$ cat config.mk
export PLATFORM = sky130hd
export DESIGN_NAME = pipeline_hazard_controller
export DESIGN_NICKNAME = d
export VERILOG_FILES = /design/src/rtl/pipeline_hazard_controller.sv
export SDC_FILE = /design/constraint.sdc
export NUM_CORES = 1
export LEC_CHECK = 0
export ABC_AREA = 1
export CELL_PAD_IN_SITES_DETAIL_PLACEMENT = 1
export CELL_PAD_IN_SITES_GLOBAL_PLACEMENT = 1
export CORE_ASPECT_RATIO = 1.25
export CORE_MARGIN = 5
export CORE_UTILIZATION = 29
export CTS_BUF_LIST = sky130_fd_sc_hd__clkbuf_4
export DETAILED_ROUTE_END_ITERATION = 6
export PLACE_DENSITY_LB_ADDON = 0.1
export SLEW_MARGIN = 10
export SYNTH_ARGS = -nofsm -noshare
export SYNTH_HDL_FRONTEND = slang
export SYNTH_SLANG_ARGS = --single-unit
$ cat constraint.sdc
create_clock -name clk -period 2.8 [get_ports clk]
set_input_delay 0.56 -clock clk [delete_from_list [all_inputs] [get_ports clk]]
set_output_delay 0.56 -clock clk [all_outputs]
set_load 0.005 [all_outputs]
$ cat src/rtl/pipeline_hazard_controller.sv
// Stall/nullify sequencer for the five-stage pipeline: load-use, branch, HI/LO and exception flush control.
// Optional hazard statistics counters are enabled by defining HAZARD_STATS_EN.
module pipeline_hazard_controller #(
    parameter int unsigned MULDIV_CYCLES = 32
) (
    input  logic        clk,
    input  logic        reset,
    input  logic [4:0]  d_rs,
    input  logic [4:0]  d_rt,
    input  logic        d_uses_rs,
    input  logic        d_uses_rt,
    input  logic        d_uses_hilo,
    input  logic [4:0]  e_dest_reg,
    input  logic        e_mem_read,
    input  logic        e_branch_taken,
    input  logic        e_muldiv_start,
    input  logic        m_exception,
    output logic        pc_stall,
    output logic [3:0]  stall,
    output logic [3:0]  nullify,
    output logic        hilo_busy,
    output logic        muldiv_abort
`ifdef HAZARD_STATS_EN
    ,
    output logic [31:0] stall_cycles,
    output logic [31:0] flush_count
`endif
);

    localparam int unsigned CNT_W = 6;

    typedef enum logic [1:0] {
        RUN         = 2'd0,
        MULDIV_WAIT = 2'd1,
        FLUSH       = 2'd2
    } state_e;

    state_e             state_q, state_d;
    logic [CNT_W-1:0]   cnt_q, cnt_d;
    logic               abort_c;
    logic               load_use_c;
    logic               hilo_haz_c;
    logic               flush_c;

    // Next-state: an exception pre-empts everything and cancels any pending mul/div.
    always_comb begin
        state_d = state_q;
        cnt_d   = cnt_q;
        abort_c = 1'b0;
        if (m_exception) begin
            state_d = FLUSH;
            cnt_d   = '0;
            abort_c = (state_q == MULDIV_WAIT);
        end else begin
            case (state_q)
                RUN: begin
                    if (e_muldiv_start) begin
                        state_d = MULDIV_WAIT;
                        cnt_d   = CNT_W'(MULDIV_CYCLES - 1);
                    end
                end
                MULDIV_WAIT: begin
                    if (cnt_q == '0) begin
                        state_d = RUN;
                    end else begin
                        cnt_d = cnt_q - CNT_W'(1);
                    end
                end
                FLUSH:   state_d = RUN;
                default: state_d = RUN;
            endcase
        end
    end

    always_ff @(posedge clk) begin
        if (reset) begin
            state_q <= RUN;
            cnt_q   <= '0;
        end else begin
            state_q <= state_d;
            cnt_q   <= cnt_d;
        end
    end

    assign load_use_c = e_mem_read && (e_dest_reg != 5'd0) &&
                        ((d_uses_rs && (d_rs == e_dest_reg)) ||
                         (d_uses_rt && (d_rt == e_dest_reg)));
    assign hilo_haz_c = d_uses_hilo && (state_q == MULDIV_WAIT);
    assign flush_c    = m_exception || (state_q == FLUSH);

    // Pipeline control, prioritised; everything is held low while reset is asserted.
    always_comb begin
        pc_stall     = 1'b0;
        stall        = 4'b0000;
        nullify      = 4'b0000;
        hilo_busy    = 1'b0;
        muldiv_abort = 1'b0;
        if (!reset) begin
            hilo_busy    = (state_q == MULDIV_WAIT);
            muldiv_abort = abort_c;
            if (flush_c) begin
                nullify = 4'b1111;
            end else if (e_branch_taken) begin
                nullify = 4'b0001;
            end else if (load_use_c || hilo_haz_c) begin
                pc_stall = 1'b1;
                stall    = 4'b0001;
                nullify  = 4'b0010;
            end
        end
    end

`ifdef HAZARD_STATS_EN
    logic [31:0] stall_cycles_q, flush_count_q;

    // A flush that is extended by a back-to-back exception counts as one entry.
    always_ff @(posedge clk) begin
        if (reset) begin
            stall_cycles_q <= '0;
            flush_count_q  <= '0;
        end else begin
            if (pc_stall) begin
                stall_cycles_q <= stall_cycles_q + 32'd1;
            end
            if ((state_d == FLUSH) && (state_q != FLUSH)) begin
                flush_count_q <= flush_count_q + 32'd1;
            end
        end
    end

    assign stall_cycles = stall_cycles_q;
    assign flush_count  = flush_count_q;
`endif

endmodule

Yosys cells after proc, flatten, opt, wreduce, memory -nomap -nowiden

Index checks and enable logic that the tools add are counted.

Mux-type cells: 22
Bitwise gates (word level): 0
Eq/ne operators: 9
Magnitude comparators: 0
Reduce and logical (&&, ||, !) cells: 16
$mul: 0
$add $sub $neg: 1
Shifts and indexed selects: 0
Divide/modulo/power cells: 0

Operators by type and width:

| cell                  | number |
|---|---|
| $mux W6               | 2 |
| $pmux W6 S2           | 1 |
| $mux W1               | 11 |
| $eq A5 B5 Y1          | 2 |
| $mux W2               | 5 |
| $mux W4               | 2 |
| $logic_not A6 Y1      | 1 |
| $sub A6 B1 Y6 const B | 1 |
| $logic_and A1 B1 Y1   | 5 |
| $reduce_bool A5 Y1    | 1 |
| $ne A2 B2 Y1 const B  | 2 |
| $pmux W2 S2           | 1 |
| $reduce_and A2 Y1     | 2 |
| $logic_or A1 B1 Y1    | 3 |
| $ne A3 B2 Y1 const B  | 1 |
| $ne A3 B3 Y1 const B  | 1 |
| $reduce_and A3 Y1     | 1 |
| $eq A2 B1 Y1 const B  | 1 |
| $eq A2 B2 Y1 const B  | 1 |
| $logic_not A2 Y1      | 1 |
| $ne A2 B1 Y1 const B  | 1 |
| $reduce_bool A2 Y1    | 1 |
| $reduce_or A2 Y1      | 1 |

ROM bits: 0
Register bits: 8
Input bits: 24
Latch bits: 0
Output and inout bits: 11
Bits in writable memories: 0
Memories kept: 0

Logic depth before layout (Yosys ltp)

Gate-level depths: netlist of the first run.

Depth in word-level cells: 9
Depth in mapped cells: 11
Gate-level depth less buffers: 10

Worst setup path after synthesis of the first run

Ideal clock, no wire load.

Path kind: in2out
From: input e_dest_reg[2]
To: output stall[0]
Buffers on the path: 1
Required time: 2.240 ns
Cell stages on the path: 11
Data arrival time: 1.267 ns
Slack: 0.973 ns
Cells stage by stage: inv_1 nand2_1 nand2_1 nor2_1 nand3_1 nand2_1 nand2_1 nand2_1 nand2_2 nor2_2 buf_4

Word-level cells in the longest chain between the ends: 9

Ends and longest elaborated chain:

| element                                | RTL line | text |
|---|---|---|
| start, declared                        | 13       | `input logic [4:0] e_dest_reg,` |
| $eq A5 B5 Y1 (on tied branches)        | 86, 87   |  |
| $logic_and A1 B1 Y1 (on tied branches) | 86, 87   |  |
| $logic_or A1 B1 Y1                     | 86       | `((d_uses_rs && (d_rs == e_dest_reg)) \|\|` |
| $logic_and A1 B1 Y1 *                  | 85       | `assign load_use_c = e_mem_read && (e_dest_reg != 5'd0) &&` |
| $logic_or A1 B1 Y1 *                   | 105      | `end else if (load_use_c \|\| hilo_haz_c) begin` |
| $mux W1 *                              | 105      |  |
| $mux W1 *                              | 103      | `end else if (e_branch_taken) begin` |
| $mux W1 *                              | 101      | `if (flush_c) begin` |
| $mux W1 *                              | 98       | `if (!reset) begin` |
| end, declared                          | 19       | `output logic [3:0] stall,` |

Every way passes the cells marked *; elsewhere a longest branch is shown, timed or not.

Worst setup path after layout of the first run

Ends and elaborated chain as after synthesis.

==> impl_results.html, run 1 <==
<table>
<tr><th>Metric</th><th>Value</th></tr>
<tr><th colspan="2">Floorplan</th></tr>
<tr><td>Boundary Pins</td><td>35</td></tr>
<tr><td>X dimension of the die</td><td>55.5 um</td></tr>
<tr><td>Core Region</td><td>2450 sq um</td></tr>
<tr><td>Die boundary height</td><td>66.9 um</td></tr>
<tr><td>Die Area</td><td>3710 sq um</td></tr>
<tr><td>FP Rows</td><td>20</td></tr>
<tr><td>Initial Util</td><td>0.306</td></tr>
<tr><th colspan="2">Hold path</th></tr>
<tr><td>Hold Crit Start</td><td>cnt_q[5]</td></tr>
<tr><td>Hold worst-path end</td><td>cnt_q[5]</td></tr>
<tr><td>Instance count along the most critical hold path</td><td>2</td></tr>
<tr><td>Hold Crit Class</td><td>register to register</td></tr>
<tr><th colspan="2">Worst setup path</th></tr>
<tr><td>Nature of the critical path startpoint</td><td>input pin</td></tr>
<tr><td>Maximum net fanout on the critical path</td><td>4</td></tr>
<tr><td>Required time reported for the critical path endpoint</td><td>2.24 ns</td></tr>
<tr><td>Maximum single-stage delay on the critical path</td><td>0.48 ns</td></tr>
<tr><td>Critical path start-end classification</td><td>input pin to output port</td></tr>
<tr><td>Cell with the biggest individual delay on the critical path</td><td>sky130_fd_sc_hd__clkdlybuf4s50_1</td></tr>
<tr><td>Worst reg2reg endpoint</td><td>cnt_q[0]</td></tr>
<tr><td>Kind of capture point of the worst setup path</td><td>output port</td></tr>
<tr><td>R2R depth</td><td>9</td></tr>
<tr><td>Startpoint of the worst-slack reg-to-reg timing path</td><td>cnt_q[0]</td></tr>
<tr><td>Data arrival time of the worst path</td><td>2.01 ns</td></tr>
<tr><td>Most frequent CP cell</td><td>sky130_fd_sc_hd__nand2_1</td></tr>
<tr><td>R2R setup slack</td><td>1.45 ns</td></tr>
<tr><td>Sequence of cells on the critical path</td><td>clkdlybuf4s50_1, inv_1, nand2_1, nand2_1, nor2_1, nand3_1, nand2_1, nand2_1, nand2_1, nand2_2, nor2_2, dlygate4sd2_1</td></tr>
<tr><th colspan="2">Yosys</th></tr>
<tr><td>Post-synth cell types</td><td>22</td></tr>
<tr><td>Share of synthesized area occupied by flip-flops and latches</td><td>0.213</td></tr>
<tr><td>Top cells by area, synth</td><td>sky130_fd_sc_hd__nand2_1 22%, sky130_fd_sc_hd__dfxtp_1 21%, sky130_fd_sc_hd__inv_1 10%</td></tr>
<tr><td>Total number of yosys warnings</td><td>0</td></tr>
<tr><td>Mapped cell area</td><td>751 sq um</td></tr>
<tr><td>Share of Yosys cell area claimed by the top area cell type</td><td>0.215</td></tr>
<tr><td>Synthesis-stage register bit count</td><td>8</td></tr>
<tr><td>Most area-hungry cell type in the Yosys netlist</td><td>sky130_fd_sc_hd__nand2_1</td></tr>
<tr><td>Synthesized area per cell</td><td>5.60 sq um</td></tr>
<tr><td>Gate count of the mapped netlist</td><td>134</td></tr>
<tr><th colspan="2">STA</th></tr>
<tr><td>Setup repair after global routing missed its margin</td><td>false</td></tr>
<tr><td>Max-slew violations</td><td>0</td></tr>
<tr><td>Number of endpoints with negative hold slack in the final report</td><td>0</td></tr>
<tr><td>Fmax</td><td>390 MHz</td></tr>
<tr><td>Min cycle time layout</td><td>2.57 ns</td></tr>
<tr><td>Accumulated negative setup slack</td><td>0 ns</td></tr>
<tr><td>Worst-case clock skew</td><td>0.00152 ns</td></tr>
<tr><td>Fin crit share</td><td>0.916</td></tr>
<tr><td>Number of endpoints failing setup at the final stage</td><td>0</td></tr>
<tr><th colspan="2">Flow run</th></tr>
<tr><td>Number of violations of the max-capacitance limit</td><td>0</td></tr>
<tr><th colspan="2">Clocking</th></tr>
<tr><td>Clock-pin slew on the worst setup and hold paths</td><td>0.05 ns</td></tr>
<tr><td>H-tree levels</td><td>1</td></tr>
<tr><td>CTS Buf Count</td><td>3</td></tr>
<tr><td>TritonCTS Sinks</td><td>8</td></tr>
<tr><td>Buffer cell driving the clock tree root</td><td>sky130_fd_sc_hd__clkbuf_4</td></tr>
<tr><td>Worst skew pair latency</td><td>0.26 ns</td></tr>
<tr><td>CTS tree</td><td>built</td></tr>
<tr><td>Hold-fix buffers, CTS</td><td>0</td></tr>
<tr><td>Max Root-Sink Buffers</td><td>2</td></tr>
<tr><th colspan="2">Power</th></tr>
<tr><td>Clock group share of total power</td><td>0.274</td></tr>
<tr><td>Peak supply drop</td><td>0.000171 V</td></tr>
<tr><td>Net switching fraction of the power</td><td>0.321</td></tr>
<tr><td>Net Sw Power</td><td>109 uW</td></tr>
<tr><td>Static leakage</td><td>0.573 nW</td></tr>
<tr><td>Proportion of power drawn by flip-flops and latches</td><td>0.364</td></tr>
<tr><td>Pwr per Cell Area</td><td>307 nW/um^2</td></tr>
<tr><td>Internal power summed over all cells</td><td>231 uW</td></tr>
<tr><td>Part of the total power dissipated in combinational logic</td><td>0.361</td></tr>
<tr><th colspan="2">Routing</th></tr>
<tr><td>Vias/cell</td><td>4.32</td></tr>
<tr><td>Routed length per placed instance</td><td>11.0 um</td></tr>
<tr><td>Via count</td><td>864</td></tr>
<tr><td>Aggregate routed wire length</td><td>2210 um</td></tr>
<tr><td>Initial DRT Pass Iterations</td><td>6</td></tr>
<tr><td>Violation count after the first detailed-routing iteration</td><td>11</td></tr>
<tr><td>Post-DRT Antenna Nets</td><td>0</td></tr>
<tr><td>Post-route DRC violation count</td><td>0</td></tr>
<tr><th colspan="2">Global routing</th></tr>
<tr><td>GRT Resource Usage Total</td><td>0.134</td></tr>
<tr><td>Largest net degree at the start of global routing</td><td>8</td></tr>
<tr><td>Vias in the first global route</td><td>953</td></tr>
<tr><td>Total congestion overflow</td><td>0</td></tr>
<tr><td>First-pass GRT wire length</td><td>3970 um</td></tr>
<tr><td>Antenna violations before repair</td><td>0</td></tr>
<tr><th colspan="2">Layout</th></tr>
<tr><td>Final nets</td><td>195</td></tr>
<tr><td>Final-layout fill cell count</td><td>357</td></tr>
<tr><td>Area used by sequential logic in the layout</td><td>160 sq um</td></tr>
<tr><td>Growth of design area from synthesis to finish</td><td>47.5%</td></tr>
<tr><td>Post-route non-filler standard cell count</td><td>200</td></tr>
<tr><td>Fraction of layout instances using a drive strength above 1</td><td>0.126</td></tr>
<tr><td>Total inserted antenna cells</td><td>0</td></tr>
<tr><td>Area occupied by multi-input gates</td><td>463 sq um</td></tr>
<tr><th colspan="2">Place</th></tr>
<tr><td>Global placer's final weighted congestion</td><td>0.767</td></tr>
<tr><td>IO Port Bufs</td><td>31</td></tr>
<tr><td>Detail Placement HPWL</td><td>1940 um</td></tr>
<tr><td>Dpl cells</td><td>197</td></tr>
<tr><th colspan="2">Run status</th></tr>
<tr><td>Result of the run</td><td>finished clean</td></tr>
</table>
==> timing repair <==
item / 4_1_cts / 5_1_grt
endpoints found under the setup margin: 3 / 1
endpoints found under the hold margin: 0 / 0
resized for setup: 7 / 1
buffers inserted: 0 / 0
==> area by class of cell <==
class / count / share of cell area
clock buffer: 3 / 0.0203
inverter: 26 / 0.0904
multi-input combinational: 97 / 0.418
sequential: 8 / 0.145
tap: 33 / 0.0373
timing repair buffer: 33 / 0.289
==> cells in the final DEF (no fill, tap or decap) <==
master / instances
sky130_fd_sc_hd__dlygate4sd2_1: 6
sky130_fd_sc_hd__nor3_1: 1
sky130_fd_sc_hd__o21ai_2: 2
sky130_fd_sc_hd__nand2_2: 2
sky130_fd_sc_hd__nand4_2: 1
sky130_fd_sc_hd__inv_4: 1
sky130_fd_sc_hd__o21ai_1: 4
sky130_fd_sc_hd__buf_4: 2
sky130_fd_sc_hd__a21oi_1: 5
sky130_fd_sc_hd__nand3_1: 3
sky130_fd_sc_hd__dfxtp_1: 8
sky130_fd_sc_hd__nor2_2: 4
sky130_fd_sc_hd__clkbuf_4: 3
sky130_fd_sc_hd__nand2_1: 43
sky130_fd_sc_hd__xnor2_1: 2
sky130_fd_sc_hd__clkdlybuf4s50_1: 24
sky130_fd_sc_hd__inv_1: 20
sky130_fd_sc_hd__xor2_1: 1
sky130_fd_sc_hd__conb_1: 3
sky130_fd_sc_hd__ha_1: 2
sky130_fd_sc_hd__inv_2: 5
sky130_fd_sc_hd__nor2_1: 19
sky130_fd_sc_hd__dlymetal6s2s_1: 1
sky130_fd_sc_hd__o21ai_0: 1
sky130_fd_sc_hd__nand2_4: 1
sky130_fd_sc_hd__nand4_1: 3
==> how the worst max path moves through the flow <==
stage,from,to,cells after the start
finish,e_dest_reg[2],stall[0],12
global route,e_dest_reg[2],stall[0],12
CTS,e_dest_reg[2],nullify[1],12
detailed placement,e_dest_reg[4],stall[0],12
global placement,e_dest_reg[4],pc_stall,12
floorplan,e_dest_reg[2],stall[0],11
==> routing by layer <==
metal / part of all wire / vias up / global-route usage
met1: 0.39 / 378 / 0.132
met4: 0.012 / 0 / 0.0729
met3: 0.025 / 3 / 0.0155
met5: 0 / - / 0
li1: - / 462 / -
met2: 0.57 / 21 / 0.269
==> cells by family after synthesis <==
logic type | share of synthesized area
flip-flops | 0.213
AO/OA/AOI/OAI | 0.0900
AND/OR/NAND/NOR | 0.440
adder cells (fa/ha/maj) | 0.0333
buffers and inverters | 0.183
XOR/XNOR | 0.0350
other | 0.00500
==> cells in the mapped netlist (all sizes together) <==
library cell   n
nand2         46
inv           26
nor2          23
dfxtp          8
o21ai          7
a21oi          5
buf            5
nand4          4
nand3          3
ha             2
xnor2          2
conb           1
nor3           1
xor2           1
==> registers in the layout, summed over array words and instances, names as in the netlist <==
name / flops
cnt_q: 6
state_q: 2
==> per-stage QoR <==
stage	total power [mW]	area (sq um)	hold slack, ns	utilization	setup WS, ns
final	0.340	1110	0.499	0.452	0.234
after global routing	0.365	1110	0.515	0.452	0.0621
after CTS	0.344	1100	0.501	0.451	0.0102
after detailed placement	0.253	1090	0.481	0.443	-0.137
after global placement	0.249	1090	0.483	0.443	-0.0620
after floorplan	0.194	758	0.457	-	0.973
==> power by group through the flow <==
| stage | logic, mW | registers, mW | clock network (mW) |
|---|---|---|---|
| final | 0.123 | 0.124 | 0.0933 |
| after global routing | 0.140 | 0.125 | 0.101 |
| after CTS | 0.125 | 0.124 | 0.0949 |
| after detailed placement | 0.126 | 0.127 | 0 |
| after global placement | 0.123 | 0.126 | 0 |
| after floorplan | 0.0684 | 0.125 | 0 |
==> critical path: cells and delay by family <==
kind / cells / cell delay [ns]
buffers and inverters: 3 / 0.82
and+or+nand+nor: 9 / 0.62
Power figures use the tool's default switching activity.
==> run 2, diff against run 1 <==
Settings changed: CORE_MARGIN 5 to 2.
==> run 2 against run 1 <==
Net effect: combinational power is essentially flat; clock power shrank 4.4%; utilization is the same; power shrank 1.6%; sequential cell count is the same; first-iteration DRC count shrank 55%; wire length shrank 9.2%; worst setup slack gained 0.052 ns; critical path depth is the same; global-route usage grew 1.2 points; count of clock-buffer cells in the layout is the same; sequential power is essentially flat; largest cell class unchanged.
==> impl_results.html, run 2 (synthesis results as in run 1) <==
<table>
<tr><th>Metric</th><th>Value</th></tr>
<tr><th colspan="2">STA</th></tr>
<tr><td>Fin crit share</td><td>0.898 (-0.0187)</td></tr>
<tr><td>Worst-case clock skew</td><td>0.00391 ns (+0.00239 ns)</td></tr>
<tr><td>Setup repair after global routing missed its margin</td><td>false</td></tr>
<tr><td>Number of endpoints with negative hold slack in the final report</td><td>0 (unchanged)</td></tr>
<tr><td>Min cycle time layout</td><td>2.51 ns (-0.0525 ns)</td></tr>
<tr><td>Number of endpoints failing setup at the final stage</td><td>0 (unchanged)</td></tr>
<tr><td>Fmax</td><td>398 MHz (+2.1%)</td></tr>
<tr><td>Max-slew violations</td><td>0 (unchanged)</td></tr>
<tr><th colspan="2">Layout</th></tr>
<tr><td>Final design instance area without fill</td><td>1110 sq um (unchanged)</td></tr>
<tr><td>Flip-flop count of the largest register after layout</td><td>6 (unchanged)</td></tr>
<tr><td>Fraction of layout instances using a drive strength above 1</td><td>0.126 (unchanged)</td></tr>
<tr><td>Growth of design area from synthesis to finish</td><td>47.5% (unchanged)</td></tr>
<tr><td>Register ranked first by flip-flop count</td><td>cnt_q</td></tr>
<tr><td>Final nets</td><td>195 (unchanged)</td></tr>
<tr><td>Leading registers by flop count</td><td>cnt_q: 6 flops, state_q: 2 flops</td></tr>
<tr><td>Total inserted antenna cells</td><td>0 (unchanged)</td></tr>
<tr><td>Commonest non-fill, non-tap cell in the layout</td><td>sky130_fd_sc_hd__nand2_1</td></tr>
<tr><td>Most frequent cells in the layout</td><td>43 x sky130_fd_sc_hd__nand2_1, 24 x sky130_fd_sc_hd__clkdlybuf4s50_1, 20 x sky130_fd_sc_hd__inv_1</td></tr>
<tr><th colspan="2">Worst setup path</th></tr>
<tr><td>Required time reported for the critical path endpoint</td><td>2.24 ns (about the same)</td></tr>
<tr><td>Data arrival time of the worst path</td><td>1.95 ns (-0.06 ns)</td></tr>
<tr><td>Nature of the critical path startpoint</td><td>input pin</td></tr>
<tr><td>Critical path start-end classification</td><td>input pin to output port</td></tr>
<tr><td>Kind of capture point of the worst setup path</td><td>output port</td></tr>
<tr><td>Maximum net fanout on the critical path</td><td>4 (unchanged)</td></tr>
<tr><th colspan="2">Routing</th></tr>
<tr><td>Vias/cell</td><td>4.39 (+1.5%)</td></tr>
<tr><td>Routed length per placed instance</td><td>10.0 um (-9.2%)</td></tr>
<tr><td>Violation count after the first detailed-routing iteration</td><td>5 (-6)</td></tr>
<tr><td>Initial DRT Pass Iterations</td><td>4 (-2)</td></tr>
<tr><td>Post-DRT Antenna Nets</td><td>0 (unchanged)</td></tr>
<tr><td>Via count</td><td>877 (+1.5%)</td></tr>
<tr><td>Post-route DRC violation count</td><td>0 (unchanged)</td></tr>
<tr><td>Aggregate routed wire length</td><td>2010 um (-9.2%)</td></tr>
<tr><th colspan="2">Clocking</th></tr>
<tr><td>H-tree levels</td><td>1 (unchanged)</td></tr>
<tr><td>CTS tree</td><td>built</td></tr>
<tr><td>Clock-pin slew on the worst setup and hold paths</td><td>0.05 ns (about the same)</td></tr>
<tr><td>Buffer cell driving the clock tree root</td><td>sky130_fd_sc_hd__clkbuf_4</td></tr>
<tr><td>Number of setup buffers added after CTS</td><td>0 (unchanged)</td></tr>
<tr><td>Max Root-Sink Buffers</td><td>2 (unchanged)</td></tr>
<tr><td>TritonCTS Sinks</td><td>8 (unchanged)</td></tr>
<tr><td>CTS Buf Count</td><td>3 (unchanged)</td></tr>
<tr><td>Worst skew pair latency</td><td>0.25 ns (about the same)</td></tr>
<tr><td>Hold-fix buffers, CTS</td><td>0 (unchanged)</td></tr>
<tr><th colspan="2">Run status</th></tr>
<tr><td>Result of the run</td><td>finished clean</td></tr>
<tr><th colspan="2">Floorplan</th></tr>
<tr><td>Core Region</td><td>2450 sq um (unchanged)</td></tr>
<tr><td>X dimension of the die</td><td>49.5 um (-11%)</td></tr>
<tr><td>Boundary Pins</td><td>35 (unchanged)</td></tr>
<tr><td>Die Area</td><td>3010 sq um (-19%)</td></tr>
<tr><td>FP Rows</td><td>20 (unchanged)</td></tr>
<tr><td>Initial Util</td><td>0.306 (unchanged)</td></tr>
<tr><td>Die boundary height</td><td>60.9 um (-9.0%)</td></tr>
<tr><th colspan="2">Power</th></tr>
<tr><td>Peak supply drop</td><td>0.000123 V (-28%)</td></tr>
<tr><td>Static leakage</td><td>0.573 nW (unchanged)</td></tr>
<tr><td>Overall Power</td><td>335 uW (-1.6%)</td></tr>
<tr><td>Pwr per Cell Area</td><td>302 nW/um^2 (-1.6%)</td></tr>
<tr><th colspan="2">Global routing</th></tr>
<tr><td>Largest net degree at the start of global routing</td><td>8 (unchanged)</td></tr>
<tr><td>Vias in the first global route</td><td>908 (-4.7%)</td></tr>
<tr><td>GRT Resource Usage Total</td><td>0.146 (+0.0119)</td></tr>
<tr><td>First-pass GRT wire length</td><td>3420 um (-14%)</td></tr>
<tr><td>Total congestion overflow</td><td>0 (unchanged)</td></tr>
<tr><td>Antenna violations before repair</td><td>0 (unchanged)</td></tr>
<tr><th colspan="2">Hold path</th></tr>
<tr><td>Hold Crit Class</td><td>register to register</td></tr>
<tr><th colspan="2">Flow run</th></tr>
<tr><td>Number of violations of the max-capacitance limit</td><td>0 (unchanged)</td></tr>
<tr><th colspan="2">Place</th></tr>
<tr><td>Placed inst area</td><td>1090 sq um (unchanged)</td></tr>
<tr><td>Global placer's final weighted congestion</td><td>0.751 (-2.0%)</td></tr>
<tr><td>IO Port Bufs</td><td>31 (unchanged)</td></tr>
<tr><td>Detail Placement HPWL</td><td>1820 um (-6.3%)</td></tr>
</table>
==> run 2: cell counts in the layout (fill, tap and decap cells not counted) <==
No cell type changed its count.
==> run 2: where the power goes <==
group	total (mW)	internal [mW]	switching (mW)
clock network	0.0892	0.0491	0.0401
registers	0.124	0.119	0.00449
logic	0.122	0.0622	0.0596
total	0.335	0.231	0.104
==> run 2: path summary, 6_finish.rpt <==
path | startpoint | end | slack (ns) | depth (start not counted)
worst max-delay path | e_dest_reg[2] | pc_stall | 0.29 | 12
worst max register to register | cnt_q[0] | cnt_q[1] | 1.47 | 9
worst min-delay path | cnt_q[5] | cnt_q[5] | 0.49 | 2
worst min register to register | cnt_q[5] | cnt_q[5] | 0.49 | 2
==> run 2: critical path, stage by stage <==
cell	delay, ns
sky130_fd_sc_hd__clkdlybuf4s50_1	0.47
sky130_fd_sc_hd__inv_1	0.07
sky130_fd_sc_hd__nand2_1	0.06
sky130_fd_sc_hd__nand2_1	0.04
sky130_fd_sc_hd__nor2_1	0.08
sky130_fd_sc_hd__nand3_1	0.10
sky130_fd_sc_hd__nand2_1	0.07
sky130_fd_sc_hd__nand2_1	0.04
sky130_fd_sc_hd__nand2_1	0.06
sky130_fd_sc_hd__nand2_2	0.06
sky130_fd_sc_hd__nor2_2	0.08
sky130_fd_sc_hd__dlygate4sd2_1	0.24
==> run 2: area by class of cell <==
class | count | area, sq um
clock buffer | 3 | 22.5
fill | 357 | 1350
inverter | 26 | 100
multi-input combinational | 97 | 463
sequential | 8 | 160
tap | 33 | 41.3
timing repair buffer | 33 | 320
==> run 2: through the flow <==
step	instances	hold WS, ns	setup TNS (ns)	util	setup slack, ns
after floorplan	136	0.457	0	-	0.973
after detailed placement	197	0.484	-0.259	0.443	-0.103
final	200	0.487	0	0.452	0.287
after global placement	197	0.471	-0.118	0.443	-0.0539
after global routing	200	0.538	0	0.452	0.110
after CTS	200	0.492	0	0.451	0.0177
==> run 2: metal layers <==
metal / routed length, um / GRT usage / vias to the layer above
met1: 776 / 0.137 / 390
met3: 50 / 0.0148 / 4
li1: - / - / 463
met2: 1140 / 0.313 / 20
met4: 37 / 0.0714 / 0
met5: 0 / 0 / -
==> run 2: timing repair <==
item,in CTS,in global routing
resized for setup,7,1
hold endpoints to repair,0,0
endpoints found under the setup margin,3,1
==> run 3, diff against run 2 <==
Settings changed: CAP_MARGIN from default to 20, PLACE_DENSITY_LB_ADDON 0.1 to 0.12.
==> run 3 against run 2 <==
Net effect: cell area is 0.34% lower; worst setup slack improved by 0.012 ns; clock skew fell by 0.00057 ns; critical path depth did not move; non-clock buffer count decreased by 2; combinational power hardly changed; global-route usage increased by 0.16 points; hold slack improved by 0.0035 ns; sequential share of layout area about the same; critical path type unchanged; largest power group unchanged; highest routed layer unchanged.
==> impl_results.html, run 3 (synthesis results as in run 1) <==
<table>
<tr><th>Metric</th><th>Value</th></tr>
<tr><th colspan="2">Worst setup path</th></tr>
<tr><td>Data arrival time of the worst path</td><td>1.94 ns (about the same)</td></tr>
<tr><td>Maximum single-stage delay on the critical path</td><td>0.54 ns (+0.07 ns)</td></tr>
<tr><td>Maximum net fanout on the critical path</td><td>4 (unchanged)</td></tr>
<tr><td>Nature of the critical path startpoint</td><td>input pin</td></tr>
<tr><td>Critical path start-end classification</td><td>input pin to output port</td></tr>
<tr><td>Most frequent CP cell</td><td>sky130_fd_sc_hd__nand2_1</td></tr>
<tr><td>Cell with the biggest individual delay on the critical path</td><td>sky130_fd_sc_hd__clkdlybuf4s50_1</td></tr>
<tr><td>Sequence of cells on the critical path</td><td>clkdlybuf4s50_1, inv_2, nand2_1, nand2_1, nor2_2, nand3_1, nand2_1, nand2_1, nand2_1, nand2_2, nor2_2, dlygate4sd2_1</td></tr>
<tr><td>Kind of capture point of the worst setup path</td><td>output port</td></tr>
<tr><td>Required time reported for the critical path endpoint</td><td>2.24 ns (about the same)</td></tr>
<tr><th colspan="2">Power</th></tr>
<tr><td>Static leakage</td><td>0.591 nW (+3.3%)</td></tr>
<tr><td>Pwr per Cell Area</td><td>309 nW/um^2 (+2.0%)</td></tr>
<tr><td>Peak supply drop</td><td>0.000129 V (+4.4%)</td></tr>
<tr><th colspan="2">Clocking</th></tr>
<tr><td>Worst skew pair latency</td><td>0.27 ns (+0.02 ns)</td></tr>
<tr><td>Clock-pin slew on the worst setup and hold paths</td><td>0.06 ns (about the same)</td></tr>
<tr><td>CTS tree</td><td>built</td></tr>
<tr><td>CTS Buf Count</td><td>3 (unchanged)</td></tr>
<tr><td>Buffer cell driving the clock tree root</td><td>sky130_fd_sc_hd__clkbuf_4</td></tr>
<tr><td>H-tree levels</td><td>1 (unchanged)</td></tr>
<tr><td>Max Root-Sink Buffers</td><td>2 (unchanged)</td></tr>
<tr><td>TritonCTS Sinks</td><td>8 (unchanged)</td></tr>
<tr><th colspan="2">Layout</th></tr>
<tr><td>Fraction of layout instances using a drive strength above 1</td><td>0.121 (-0.00454)</td></tr>
<tr><td>Total inserted antenna cells</td><td>0 (unchanged)</td></tr>
<tr><td>Most frequent cells in the layout</td><td>43 x sky130_fd_sc_hd__nand2_1, 24 x sky130_fd_sc_hd__clkdlybuf4s50_1, 19 x sky130_fd_sc_hd__inv_1, 19 x sky130_fd_sc_hd__nor2_1, 8 x sky130_fd_sc_hd__dfxtp_1</td></tr>
<tr><td>Leading registers by flop count</td><td>cnt_q: 6 flops, state_q: 2 flops</td></tr>
<tr><td>Post-route non-filler standard cell count</td><td>198 (-1.0%)</td></tr>
<tr><td>Growth of design area from synthesis to finish</td><td>47.0%</td></tr>
<tr><td>Flip-flop count of the largest register after layout</td><td>6 (unchanged)</td></tr>
<tr><td>Final nets</td><td>193 (-1.0%)</td></tr>
<tr><td>Commonest non-fill, non-tap cell in the layout</td><td>sky130_fd_sc_hd__nand2_1</td></tr>
<tr><td>Register ranked first by flip-flop count</td><td>cnt_q</td></tr>
<tr><th colspan="2">Floorplan</th></tr>
<tr><td>Boundary Pins</td><td>35 (unchanged)</td></tr>
<tr><td>Initial Util</td><td>0.306 (unchanged)</td></tr>
<tr><td>FP Rows</td><td>20 (unchanged)</td></tr>
<tr><td>Die boundary height</td><td>60.9 um (unchanged)</td></tr>
<tr><td>Die Area</td><td>3010 sq um (unchanged)</td></tr>
<tr><td>Core Region</td><td>2450 sq um (unchanged)</td></tr>
<tr><td>X dimension of the die</td><td>49.5 um (unchanged)</td></tr>
<tr><th colspan="2">STA</th></tr>
<tr><td>Worst hold-check slack</td><td>0.491 ns (+0.00354 ns)</td></tr>
<tr><td>Number of endpoints with negative hold slack in the final report</td><td>0 (unchanged)</td></tr>
<tr><td>Max-slew violations</td><td>0 (unchanged)</td></tr>
<tr><td>Fmax</td><td>400 MHz (+0.47%)</td></tr>
<tr><td>Number of endpoints failing setup at the final stage</td><td>0 (unchanged)</td></tr>
<tr><td>Setup repair after global routing missed its margin</td><td>false</td></tr>
<tr><td>Worst-case clock skew</td><td>0.00334 ns (-0.000568 ns)</td></tr>
<tr><td>Min cycle time layout</td><td>2.50 ns (-0.0117 ns)</td></tr>
<tr><td>Accumulated negative setup slack</td><td>0 ns (unchanged)</td></tr>
<tr><td>Fin crit share</td><td>0.893 (-0.00417)</td></tr>
<tr><th colspan="2">Routing</th></tr>
<tr><td>Post-route DRC violation count</td><td>0 (unchanged)</td></tr>
<tr><td>Initial DRT Pass Iterations</td><td>2 (-2)</td></tr>
<tr><td>Violation count after the first detailed-routing iteration</td><td>3 (-2)</td></tr>
<tr><td>Vias/cell</td><td>4.36 (-0.60%)</td></tr>
<tr><td>Routed length per placed instance</td><td>10.1 um (+0.41%)</td></tr>
<tr><td>Aggregate routed wire length</td><td>1990 um (-0.60%)</td></tr>
<tr><td>Post-DRT Antenna Nets</td><td>0 (unchanged)</td></tr>
<tr><td>Via count</td><td>863 (-1.6%)</td></tr>
<tr><th colspan="2">Global routing</th></tr>
<tr><td>GRT Resource Usage Total</td><td>0.147 (+0.00157)</td></tr>
<tr><td>First-pass GRT wire length</td><td>3350 um (-2.0%)</td></tr>
<tr><td>Total congestion overflow</td><td>0 (unchanged)</td></tr>
<tr><td>Largest net degree at the start of global routing</td><td>8 (unchanged)</td></tr>
<tr><td>Antenna violations before repair</td><td>0 (unchanged)</td></tr>
<tr><td>Vias in the first global route</td><td>838 (-7.7%)</td></tr>
<tr><th colspan="2">Place</th></tr>
<tr><td>IO Port Bufs</td><td>31 (unchanged)</td></tr>
<tr><td>Detail Placement HPWL</td><td>1750 um (-4.2%)</td></tr>
<tr><td>Dpl cells</td><td>195 (-1.0%)</td></tr>
<tr><td>Global placer's final weighted congestion</td><td>0.797 (+6.0%)</td></tr>
<tr><th colspan="2">Run status</th></tr>
<tr><td>Result of the run</td><td>finished clean</td></tr>
<tr><th colspan="2">Flow run</th></tr>
<tr><td>Number of violations of the max-capacitance limit</td><td>0 (unchanged)</td></tr>
<tr><th colspan="2">Hold path</th></tr>
<tr><td>Hold Crit Class</td><td>register to register</td></tr>
</table>
run 3: changes by cell type in the layout (fill, tap and decap cells not counted):
cell	before	now
sky130_fd_sc_hd__buf_4	2	0
sky130_fd_sc_hd__inv_2	5	6
sky130_fd_sc_hd__inv_1	20	19
sky130_fd_sc_hd__dlygate4sd2_1	6	3
sky130_fd_sc_hd__dlymetal6s2s_1	1	4
run 3: worst max-delay path, delay by kind of cell:
kind / cells / cell delay, ns
AND/OR/NAND/NOR: 9 / 0.55
buffers and inverters: 3 / 0.83
run 3: layout make-up:
class                           count  area [sq um]
Clock buffer                        3          22.5
Fill cell                         359          1350
Inverter                           26           100
Multi-Input combinational cell     97           463
Sequential cell                     8           160
Tap cell                           33          41.3
Timing Repair Buffer               31           317
run 3: where the power goes:
part | internal [mW] | switching (mW)
Combinational | 0.0614 | 0.0597
Clock | 0.0495 | 0.0462
Sequential | 0.119 | 0.00432
Total | 0.230 | 0.110
run 3: layer usage:
| layer | GRT usage | wire (um) | vias up |
|---|---|---|---|
| li1 | - | - | 458 |
| met1 | 0.155 | 812 | 381 |
| met2 | 0.278 | 1060 | 19 |
| met3 | 0.0296 | 72 | 5 |
| met4 | 0.0833 | 47 | 0 |
| met5 | 0 | 0 | - |
run 3: stage by stage:
stage | total power, mW | cell area (sq um) | util | setup slack, ns
after floorplan | 0.194 | 758 | - | 0.973
after global routing | 0.367 | 1100 | 0.450 | 0.168
after global placement | 0.247 | 1070 | 0.437 | -0.0615
after detailed placement | 0.250 | 1070 | 0.437 | -0.0904
final | 0.340 | 1100 | 0.450 | 0.299
after CTS | 0.349 | 1090 | 0.446 | 0.00229
run 3: final timing paths:
check	startpoint	to	slack, ns	cells past startpoint
setup / recovery	e_dest_reg[0]	pc_stall	0.30	12
hold / removal	cnt_q[5]	cnt_q[5]	0.49	2
setup reg to reg	cnt_q[0]	cnt_q[0]	1.44	9
hold reg to reg	cnt_q[5]	cnt_q[5]	0.49	2
run 3: repair_timing:
item / 4_1_cts / 5_1_grt
hold buffers: 0 / 0
gates resized for setup: 5 / 4
setup buffers: 0 / 0
endpoints found under the setup margin: 3 / 2
